$ cat config.mk
export PLATFORM = sky130hd
export DESIGN_NAME = chess_cursor_ctrl
export DESIGN_NICKNAME = d
export VERILOG_FILES = /design/src/rtl/chess_cursor_ctrl.sv
export SDC_FILE = /design/constraint.sdc
export NUM_CORES = 1
export LEC_CHECK = 0
export ABC_AREA = 1
export CORE_UTILIZATION = 32
export CTS_CLUSTER_SIZE = 12
export DETAILED_ROUTE_END_ITERATION = 7
export PLACE_DENSITY = 0.53
export SLEW_MARGIN = 10
export SYNTH_ARGS = -nofsm -noshare
export SYNTH_HDL_FRONTEND = slang
export SYNTH_SLANG_ARGS = --single-unit
$ cat constraint.sdc
create_clock -name clk12 -period 1.5 [get_ports clk12]
set_clock_uncertainty 0.1 [all_clocks]
set_input_delay 0.15 -clock clk12 [delete_from_list [all_inputs] [get_ports clk12]]
set_output_delay 0.15 -clock clk12 [all_outputs]
set_load 0.01 [all_outputs]
$ cat src/rtl/chess_cursor_ctrl.sv
// Six-button conditioning (sync, debounce, rise detect), board cursor and select-source/destination FSM.
// Completed moves are held on move_valid until move_ready; input pulses arriving meanwhile are dropped.
module chess_cursor_ctrl #(
  parameter int unsigned DEBOUNCE_CYCLES = 120000,
  parameter int unsigned CNT_W           = 17,
  parameter logic [5:0]  CURSOR_INIT     = 6'b100_100,
  parameter bit          WRAP            = 1'b1
) (
  input  logic       clk12,
  input  logic       reset,
  input  logic       btn_up,
  input  logic       btn_down,
  input  logic       btn_left,
  input  logic       btn_right,
  input  logic       btn_enter,
  input  logic       btn_esc,
  output logic [5:0] cursor,
  output logic       enter_pressed,
  output logic       esc_pressed,
  output logic [5:0] move_src,
  output logic [5:0] move_dst,
  output logic       move_valid,
  input  logic       move_ready
);

  localparam int B_UP    = 0;
  localparam int B_DOWN  = 1;
  localparam int B_LEFT  = 2;
  localparam int B_RIGHT = 3;
  localparam int B_ENTER = 4;
  localparam int B_ESC   = 5;
  localparam logic [CNT_W-1:0] CNT_MAX = CNT_W'(DEBOUNCE_CYCLES - 1);

  typedef enum logic [1:0] {S_IDLE, S_SELECTED, S_PENDING} state_t;

  logic [5:0]       w_raw;
  logic [5:0]       r_sync1, r_sync2, r_stable, r_stable_d, r_pulse;
  logic [CNT_W-1:0] r_cnt [6];

  state_t     r_state, w_state_nxt;
  logic [5:0] r_cursor, w_cursor_nxt;
  logic [5:0] r_src, w_src_nxt;
  logic [5:0] r_dst, w_dst_nxt;
  logic       r_esc, w_esc_nxt;

  assign w_raw = {btn_esc, btn_enter, btn_right, btn_left, btn_down, btn_up};

  // Pulse is registered so every button reaches the FSM with the same fixed latency.
  always_ff @(posedge clk12) begin
    if (reset) begin
      r_sync1    <= '0;
      r_sync2    <= '0;
      r_stable   <= '0;
      r_stable_d <= '0;
      r_pulse    <= '0;
      for (int i = 0; i < 6; i++) r_cnt[i] <= '0;
    end else begin
      r_sync1    <= w_raw;
      r_sync2    <= r_sync1;
      r_stable_d <= r_stable;
      r_pulse    <= r_stable & ~r_stable_d;
      for (int i = 0; i < 6; i++) begin
        if (r_sync2[i] == r_stable[i]) begin
          r_cnt[i] <= '0;
        end else if (r_cnt[i] == CNT_MAX) begin
          r_stable[i] <= ~r_stable[i];
          r_cnt[i]    <= '0;
        end else begin
          r_cnt[i] <= r_cnt[i] + CNT_W'(1);
        end
      end
    end
  end

  function automatic logic [2:0] step3(input logic [2:0] v, input logic inc, input logic dec);
    logic [2:0] r;
    r = v;
    if (inc && !dec)      r = (v == 3'd7 && !WRAP) ? v : v + 3'd1;
    else if (dec && !inc) r = (v == 3'd0 && !WRAP) ? v : v - 3'd1;
    return r;
  endfunction

  always_comb begin
    w_state_nxt  = r_state;
    w_cursor_nxt = r_cursor;
    w_src_nxt    = r_src;
    w_dst_nxt    = r_dst;
    w_esc_nxt    = 1'b0;
    if (r_state != S_PENDING) begin
      w_cursor_nxt = {step3(r_cursor[5:3], r_pulse[B_UP], r_pulse[B_DOWN]),
                      step3(r_cursor[2:0], r_pulse[B_RIGHT], r_pulse[B_LEFT])};
    end
    // Enter latches r_cursor, i.e. the square before any same-cycle move.
    case (r_state)
      S_IDLE: begin
        if (r_pulse[B_ESC]) begin
          w_esc_nxt = 1'b1;
        end else if (r_pulse[B_ENTER]) begin
          w_src_nxt   = r_cursor;
          w_state_nxt = S_SELECTED;
        end
      end
      S_SELECTED: begin
        if (r_pulse[B_ESC]) begin
          w_esc_nxt   = 1'b1;
          w_state_nxt = S_IDLE;
        end else if (r_pulse[B_ENTER]) begin
          if (r_cursor == r_src) begin
            w_state_nxt = S_IDLE;
          end else begin
            w_dst_nxt   = r_cursor;
            w_state_nxt = S_PENDING;
          end
        end
      end
      S_PENDING: begin
        if (move_ready) w_state_nxt = S_IDLE;
      end
      default: w_state_nxt = S_IDLE;
    endcase
  end

  always_ff @(posedge clk12) begin
    if (reset) begin
      r_state  <= S_IDLE;
      r_cursor <= CURSOR_INIT;
      r_src    <= '0;
      r_dst    <= '0;
      r_esc    <= 1'b0;
    end else begin
      r_state  <= w_state_nxt;
      r_cursor <= w_cursor_nxt;
      r_src    <= w_src_nxt;
      r_dst    <= w_dst_nxt;
      r_esc    <= w_esc_nxt;
    end
  end

  assign cursor        = r_cursor;
  assign enter_pressed = (r_state != S_IDLE);
  assign esc_pressed   = r_esc;
  assign move_src      = r_src;
  assign move_dst      = r_dst;
  assign move_valid    = (r_state == S_PENDING);

endmodule
==> impl_metrics.ini, run 1 <==
[outcome]
status = finished with violations
violations = setup timing

[detailed_routing]
ant_nets = 0
drt_wl_total_um = 17600
num_vias = 6935
first_pass_iters = 6
drt-initial-drc-count = 430
wl_per_cell_um = 11.1
drc = 0
viasPerCell = 4.38

[cts]
cts.sinks = 153
h-tree-depth = 4
cts_tree = built
insertion_delay_ns = 0.42
path_clk_slew_ns = 0.06
hold_buffers = 0
root_buffer = clkbuf_16
cts_max_path_buffers = 2
cts_buffers = 17

[floorplanning]
io_pins = 30
dieWidth_um = 159
die_h_um = 159
num_rows = 57
design.core.area_um2 = 24300
start_util = 0.326
dieArea_um2 = 25400

[synth]
ys_warn_count = 0
synth_flop_cell = edfxtp_1
synth_cell_types = 35
synthCells = 939
synthTopCellsByArea = edfxtp_1 39%, dfxtp_1 13%, nand2_1 7.8%, nor2_1 7.0%, inv_1 5.8%
ys_ff_latch = 153
synth_edf_count = 102
netlist_area_um2 = 7940
async_flop_share = 0
avgSynthCellArea_um2 = 8.45
synth_top_area_cell = edfxtp_1
seq_area_frac_synth = 0.515
yosys.area.top_type_share = 0.386

[grt]
grt_pass1_wl_um = 29700
grt_remaining_overflow = 0
use_met3 = 0.0331
antenna_found_initial = 0
grt_max_degree = 30
grt_pass1_vias = 6713
use_met2 = 0.241
grt_usage = 0.142
globalRouteMet1Util = 0.178
grt_busiest_layer = met2

[critical_path]
worstSetupEndpointType = flop
start_kind = flop
crit_arrival_ns = 1.71
crit_chain = buf_4 > nand3_1 > nor2_1 > buf_4 > nand3b_1 > xor2_2 > nor2_4
critPathSlowestCell = edfxtp_1
cpPeakStageDelay_ns = 0.41
cp_max_fo = 6
cp.buffers_inverters = 2
cp_top_family = flip-flops
cp.required_ns = 1.57
crit_top_cell = buf_4
crit_type = flop to flop

[final_layout]
final_common_cell = buf_4
regArea_um2 = 4100
fillers = 2334
fin_cells = 1585
antenna_cells = 0
area_growth_pct = 48.1
layout_common_cells = 155 x buf_4, 152 x nand2_1, 108 x inv_1
multi_input_area_um2 = 4480
layout-drive-gt1-share = 0.324
fin_nets = 1267

[placement]
dp_hpwl_um = 12000
gp_congestion = 0.835
post-place-cells = 1522
numPortBuffers = 29

[sta]
min_period_over_period = 1.10
min_period_ns = 1.64
layout_setup_ws_ns = -0.143
hold_viol = 0
setup_viol = 103
final_max_slew_viol_count = 0
holdWs_ns = 0.197
grt_setup_unrepaired = yes
timing.fmax_mhz = 609
fin_tns_setup_ns = -9.08

[power_and_ir_drop]
leakage_nw = 4.81
p_comb_frac = 0.070
power_switching_mw = 2.16
p_int_mw = 7.45
clock_power_share = 0.438
finalPower_mw = 9.60
swShare = 0.225
ir_drop_uv = 710
power_density_nw_per_um2 = 817
p_seq_frac = 0.492

[job]
maxCapViolCount = 0

[hold_path]
hold_class = input port to flop
-- synth_stat cells (4+ instances only) --
master / count
inv_1: 122
nand3b_1: 6
nand4_1: 38
nor2_2: 5
nor3_2: 9
ha_1: 8
or2_2: 4
nor2_1: 149
clkbuf_1: 4
buf_6: 5
nand3_2: 5
a21oi_1: 74
nand3_1: 50
edfxtp_1: 102
nand2_2: 10
xnor2_1: 11
nand2_1: 164
xor2_1: 19
o21ai_0: 26
dfxtp_1: 51
nor3_1: 46
-- per-layer routing --
metal	vias to the layer above	wire length, um
met3	17	526
met5	-	0
met4	0	259
met1	3166	8110
li1	3656	-
met2	96	8700
-- final cells by class --
class                      count  share of cell area
sequential                   153               0.348
clock inverter                 4             0.00202
clock buffer                  28              0.0471
inverter                     125              0.0401
tap                          324              0.0345
timing repair buffer         201               0.147
multi-input combinational    750               0.381
-- state kept, by name (all words and copies together) (netlist names) --
name / count
cursor: 6
esc_pressed: 1
move_dst: 6
move_src: 6
r_cnt: 102
r_pulse: 6
r_stable: 6
r_stable_d: 6
r_state: 2
r_sync1: 6
r_sync2: 6
-- repair_timing --
action	CTS	global route
pin swaps	24	24
setup buffers	13	12
gates cloned	3	4
endpoints found under the setup margin	126	111
resized for setup	110	122
hold endpoints to repair	0	0
-- cell families (layout without fill, tap and decap cells) --
family,count (synthesis),in the layout,share of synthesized area
other cells,1,102,0.000472
xor+xnor,30,30,0.0331
simple gates,501,503,0.295
flops,153,153,0.515
compound gates,105,105,0.0667
buf+inv,139,358,0.0722
fa+ha+maj,10,10,0.0177
-- worst paths after layout --
| kind | startpoint | endpoint | slack [ns] | depth (start not counted) |
|---|---|---|---|---|
| max | r_cnt[5][0] | r_cnt[5][11] | -0.14 | 7 |
| min | btn_down | r_sync1[1] | 0.20 | 3 |
| max reg2reg | r_cnt[5][0] | r_cnt[5][11] | -0.14 | 7 |
| min reg2reg | r_stable_d[2] | r_pulse[2] | 0.28 | 1 |
-- tightest hold or removal path, cell delays in order --
cell and delay (ns):
clkdlybuf4s50_1 0.40, inv_1 0.08, nor2_1 0.04
-- metrics by stage --
step | cell area [um^2] | setup slack (ns) | utilization
global route | 11800 | -0.230 | 0.484
global placement | 10100 | -0.338 | 0.417
detailed placement | 10100 | -0.391 | 0.417
CTS | 11100 | -0.136 | 0.457
floorplan | 8420 | -0.115 | -
finish | 11800 | -0.143 | 0.484
-- power by group through the flow --
stage | clock, mW | sequential [mW] | combinational, mW
after global routing | 4.49 | 4.75 | 0.752
final | 4.21 | 4.73 | 0.668
after detailed placement | 0 | 4.81 | 0.533
after global placement | 0 | 4.81 | 0.532
after CTS | 4.31 | 4.73 | 0.576
after floorplan | 0 | 4.81 | 0.289
(Power assumes the default switching activity.)
==> inputs of run 2 (changes only) <==
--- a/config.mk
+++ b/config.mk
@@ -6,10 +6,13 @@
 export NUM_CORES = 1
 export LEC_CHECK = 0
 export ABC_AREA = 1
+export CORE_MARGIN = 2
 export CORE_UTILIZATION = 32
+export CTS_CLUSTER_DIAMETER = 100
 export CTS_CLUSTER_SIZE = 12
 export DETAILED_ROUTE_END_ITERATION = 7
 export PLACE_DENSITY = 0.53
+export SKIP_CTS_REPAIR_TIMING = 1
 export SLEW_MARGIN = 10
 export SYNTH_ARGS = -nofsm -noshare
 export SYNTH_HDL_FRONTEND = slang
==> run 2 against run 1 <==
- the run still ends with setup timing left
- critical path type unchanged
- utilization rose by 0.33 points
- critical endpoint is now r_cnt[4][6]
- first-iteration DRC count fell by 7.0%
- largest power group unchanged
- maximum frequency fell by 2.2%
- count of clock-buffer cells in the layout fell by 8
- non-clock buffer count did not move
- sequential share of layout area fell by 0.20 points
==> impl_metrics.ini, run 2 (synthesis results as in run 1) <==
[outcome]
status = finished with violations
violations = setup timing

[final_layout]
area_growth_pct = 49.2
layout_common_cells = 152 x buf_4, 150 x nand2_1, 112 x inv_1
antenna_cells = 0
fin_nets = 1269
largest_register_ffs = 102
finalInstanceArea_um2 = 11800
layout-drive-gt1-share = 0.327
final_common_cell = buf_4
regMostFlops = r_cnt

[cts]
cts.sinks = 153
cts_max_path_buffers = 2
insertion_delay_ns = 0.42
cts_tree = built
path_clk_slew_ns = 0.06
cts_buffers = 17
h-tree-depth = 4
root_buffer = clkbuf_16

[placement]
numPortBuffers = 29
dp_hpwl_um = 12000
gp_congestion = 0.798
place_area_um2 = 10200

[power_and_ir_drop]
p_seq_frac = 0.514
power_switching_mw = 2.17
leakage_nw = 5.01
p_comb_frac = 0.072
power_density_nw_per_um2 = 776
p_int_mw = 7.02
clock_power_share = 0.413
ir_drop_uv = 632
swShare = 0.237

[detailed_routing]
ant_nets = 0
drc = 0
wl_met2_um = 8270
first_pass_iters = 4
num_vias = 6962
drt-initial-drc-count = 400
highest_layer = met4
wl_per_cell_um = 11.2
viasPerCell = 4.39
drt-met1-wl_um = 8650
drt_wl_total_um = 17800
met3_length_um = 548

[critical_path]
crit_type = flop to flop
start_kind = flop
critPathLaunch = r_cnt[4][1]
cp.required_ns = 1.57
crit_arrival_ns = 1.75
rr_endpoint = r_cnt[4][6]
reg2reg_depth = 9
r2r_slack_ns = -0.18
rr_startpoint = r_cnt[4][1]
cp_max_fo = 8
worstSetupEndpointType = flop

[floorplanning]
dieWidth_um = 161
io_pins = 30
start_util = 0.326
dieArea_um2 = 26100
design.core.area_um2 = 24300
die_h_um = 161
num_rows = 57

[sta]
hold_viol = 0
layout_setup_ws_ns = -0.180
fin_tns_setup_ns = -9.29
setup_viol = 99
min_period_ns = 1.68
timing.fmax_mhz = 595
final_max_slew_viol_count = 0
min_period_over_period = 1.12
holdWs_ns = 0.141
grt_setup_unrepaired = yes

[grt]
grt_pass1_vias = 6356
grt_pass1_wl_um = 28300
grt_remaining_overflow = 0
antenna_found_initial = 0
grt_max_degree = 30
grt_usage = 0.132

[hold_path]
whs_endpoint = r_sync1[4]
hold_class = input port to flop
hp-start = btn_enter
min_path_cells = 3

[job]
maxCapViolCount = 0
run 2: changes by cell type in the layout (fill, tap and decap cells not counted), moves of 5 or more:
cell	before	now
nor2_2	28	37
dlymetal6s2s_1	0	21
dlygate4sd2_1	19	0
nor3_4	9	4
nor2_4	24	19
run 2: per-stage QoR:
step           setup WS, ns  cells  power [mW]  utilization
2_1_floorplan        -0.115   1040        5.10            -
3_3_place_gp         -0.322   1530        5.35        0.420
3_5_place_dp         -0.386   1530        5.35        0.420
4_1_cts              -0.335   1562        9.20        0.441
5_1_grt              -0.287   1587        9.58        0.487
6_report             -0.180   1587        9.19        0.487
run 2: worst max path at each step:
stage	to	slack [ns]	cells past startpoint
detailed placement	r_cnt[3][9]	-0.39	6
floorplan	r_cnt[4][7]	-0.11	9
global route	r_cnt[4][6]	-0.29	9
CTS	move_valid	-0.34	3
finish	r_cnt[4][6]	-0.18	9
global placement	r_cnt[3][2]	-0.32	6
run 2: power groups by stage:
stage	clock (mW)	combinational, mW	sequential [mW]
2_1_floorplan	0	0.289	4.81
3_3_place_gp	0	0.538	4.81
3_5_place_dp	0	0.542	4.81
4_1_cts	3.93	0.545	4.72
5_1_grt	4.09	0.749	4.74
6_report	3.80	0.664	4.73
run 2: layer usage:
layer | track usage | vias up
li1 | - | 3668
met4 | 0.0463 | 0
met3 | 0.0265 | 21
met1 | 0.174 | 3187
met2 | 0.215 | 86
met5 | 0 | -
run 2: layout make-up:
type / count / area [um^2]
clock inverters: 12 / 78.8
well taps: 324 / 405
inverters: 125 / 472
fillers: 2350 / 12500
repair buffers: 201 / 1820
multi-input cells: 752 / 4530
clock buffers: 20 / 437
flip-flops and latches: 153 / 4100
run 2: worst max-delay path: stages, from the launching register on:
cell and delay (ns):
edfxtp_1 0.36, ha_2 0.19, nand2_2 0.06, inv_2 0.07, nand2_4 0.07, nor2_4 0.15
nand3_4 0.10, nand2_4 0.12, clkbuf_16 0.18, nor2_2 0.04
==> inputs of run 3 (changes only) <==
--- a/config.mk
+++ b/config.mk
@@ -12,6 +12,7 @@
 export CTS_CLUSTER_SIZE = 12
 export DETAILED_ROUTE_END_ITERATION = 7
 export PLACE_DENSITY = 0.53
+export SETUP_SLACK_MARGIN = 0.2
 export SKIP_CTS_REPAIR_TIMING = 1
 export SLEW_MARGIN = 10
 export SYNTH_ARGS = -nofsm -noshare
==> run 3 against run 2 <==
- the run still ends with setup timing left
- critical path depth is 2 lower
- worst setup slack better by 0.025 ns
- combinational power is 0.6% lower
- global-route usage is 0.22 points higher
- die area stayed put
- wire length is 0.43% higher
- register-to-register slack better by 0.02 ns
- sequential share of layout area is 0.55 points lower
- sequential power hardly changed
- maximum frequency is 1.5% higher
- first-iteration DRC count is 2.0% lower
- count of clock-buffer cells in the layout is 4 higher
- critical endpoint is now r_cnt[2][12]
==> impl_metrics.ini, run 3 (synthesis results as in run 1) <==
[critical_path]
cp.buffers_inverters = 1
cp_top_family = simple AND/OR/NAND/NOR gates
r2r_slack_ns = -0.16
rr_startpoint = r_cnt[2][0]
worstSetupEndpointType = flop
start_kind = flop
cp_max_fo = 8
reg2reg_depth = 7
cp.required_ns = 1.57
crit_chain = ha_4 > nand3_4 > nor3_4 > nand2_2 > nand2_4 > clkbuf_16 > nor3_2
crit_arrival_ns = 1.73
critPathLaunch = r_cnt[2][0]
crit_type = flop to flop
critPathSlowestCell = edfxtp_1
rr_endpoint = r_cnt[2][12]
cpPeakStageDelay_ns = 0.40

[power_and_ir_drop]
p_int_mw = 7.54
finalPower_mw = 9.74
power_density_nw_per_um2 = 807
power_switching_mw = 2.20
p_comb_frac = 0.068
ir_drop_uv = 499
leakage_nw = 5.08
swShare = 0.226
p_seq_frac = 0.484
clock_power_share = 0.448

[hold_path]
hold_class = input port to flop
hp-start = btn_enter
min_path_cells = 3
whs_endpoint = r_sync1[4]

[final_layout]
largest_register_ffs = 102
antenna_cells = 0
fin_nets = 1265
final_common_cell = nand2_1
layout-drive-gt1-share = 0.353
fillers = 2348
regMostFlops = r_cnt
area_growth_pct = 52.1
layout_common_cells = 147 x nand2_1, 146 x buf_4, 108 x inv_1

[grt]
antenna_found_initial = 0
grt_pass1_vias = 6530
grt_max_degree = 30
grt_pass1_wl_um = 28800
grt_usage = 0.134
grt_remaining_overflow = 0

[cts]
path_clk_slew_ns = 0.06
cts.sinks = 153
h-tree-depth = 4
insertion_delay_ns = 0.42
root_buffer = clkbuf_16
cts_tree = built
cts_buffers = 17
cts_max_path_buffers = 2

[job]
maxCapViolCount = 0

[detailed_routing]
first_pass_iters = 5
num_vias = 6965
wl_per_cell_um = 11.3
drc = 0
ant_nets = 0
viasPerCell = 4.40
drt-initial-drc-count = 392
drt_wl_total_um = 17900

[placement]
gp_congestion = 0.786
dp_hpwl_um = 12300
numPortBuffers = 29
pre_cts_ws_ns = -0.385

[sta]
hold_viol = 0
max_slew_margin = 0.652
timing.fmax_mhz = 604
min_period_ns = 1.66
holdWs_ns = 0.142
min_period_over_period = 1.10
setup_viol = 88
tightest_slew_ns = 0.522
layout_setup_ws_ns = -0.156
final_max_slew_viol_count = 0
grt_setup_unrepaired = yes

[outcome]
status = finished with violations
violations = setup timing

[floorplanning]
design.core.area_um2 = 24300
die_h_um = 161
io_pins = 30
num_rows = 57
dieWidth_um = 161
dieArea_um2 = 26100
start_util = 0.326
[run 3: changes by cell type in the layout (fill, tap and decap cells not counted), moves of 5 or more]
cell | previous run | this run
a21oi_1 | 31 | 21
a21oi_2 | 39 | 48
buf_4 | 152 | 146
buf_6 | 10 | 16
dfxtp_4 | 2 | 7
nand3_1 | 42 | 35
nand3_2 | 7 | 13
nor3_4 | 4 | 9
[run 3: metal layers]
layer,track usage,up-vias,wire length (um)
met3,0.0295,15,517
met1,0.172,3224,8510
met2,0.226,77,8650
met4,0.0390,0,210
li1,-,3649,-
met5,0,-,0
[run 3: power groups by stage]
| stage | clock (mW) | combinational, mW | sequential [mW] |
|---|---|---|---|
| 2_1_floorplan | 0 | 0.296 | 4.80 |
| 3_3_place_gp | 0 | 0.545 | 4.81 |
| 3_5_place_dp | 0 | 0.547 | 4.81 |
| 4_1_cts | 4.51 | 0.551 | 4.72 |
| 5_1_grt | 4.68 | 0.743 | 4.74 |
| 6_report | 4.37 | 0.660 | 4.72 |
[run 3: how the worst max path moves through the flow]
| stage | endpoint | slack, ns | depth (start not counted) |
|---|---|---|---|
| 6_report | r_cnt[2][12] | -0.16 | 7 |
| 4_1_cts | move_valid | -0.37 | 3 |
| 5_1_grt | r_cnt[2][14] | -0.25 | 7 |
| 3_5_place_dp | r_cnt[4][14] | -0.39 | 6 |
| 3_3_place_gp | r_cnt[1][12] | -0.33 | 6 |
| 2_1_floorplan | r_cnt[4][7] | -0.11 | 9 |
[run 3: per-stage QoR]
step	utilization	area (um^2)	TNS [ns]	std cells
floorplan	-	8520	-4.47	1040
global placement	0.422	10300	-21.64	1525
detailed placement	0.422	10300	-25.56	1525
CTS	0.447	10900	-15.81	1557
global route	0.496	12100	-17.58	1583
finish	0.496	12100	-8.89	1583
[run 3: worst reg2reg max path, cell delays in order (launching register included)]
cell and delay (ns):
edfxtp_1 0.40, ha_4 0.17, nand3_4 0.08, nor3_4 0.23, nand2_2 0.11, nand2_4 0.10
clkbuf_16 0.17, nor3_2 0.04
[run 3: layout make-up]
cell class                      count  area (um^2)  area share
Multi-Input combinational cell    751         4680       0.388
Sequential cell                   153         4120       0.341
Tap cell                          324          405      0.0336
Inverter                          125          477      0.0395
Clock buffer                       24          526      0.0435
Timing Repair Buffer              198         1790       0.148
Clock inverter                      8         77.6     0.00642
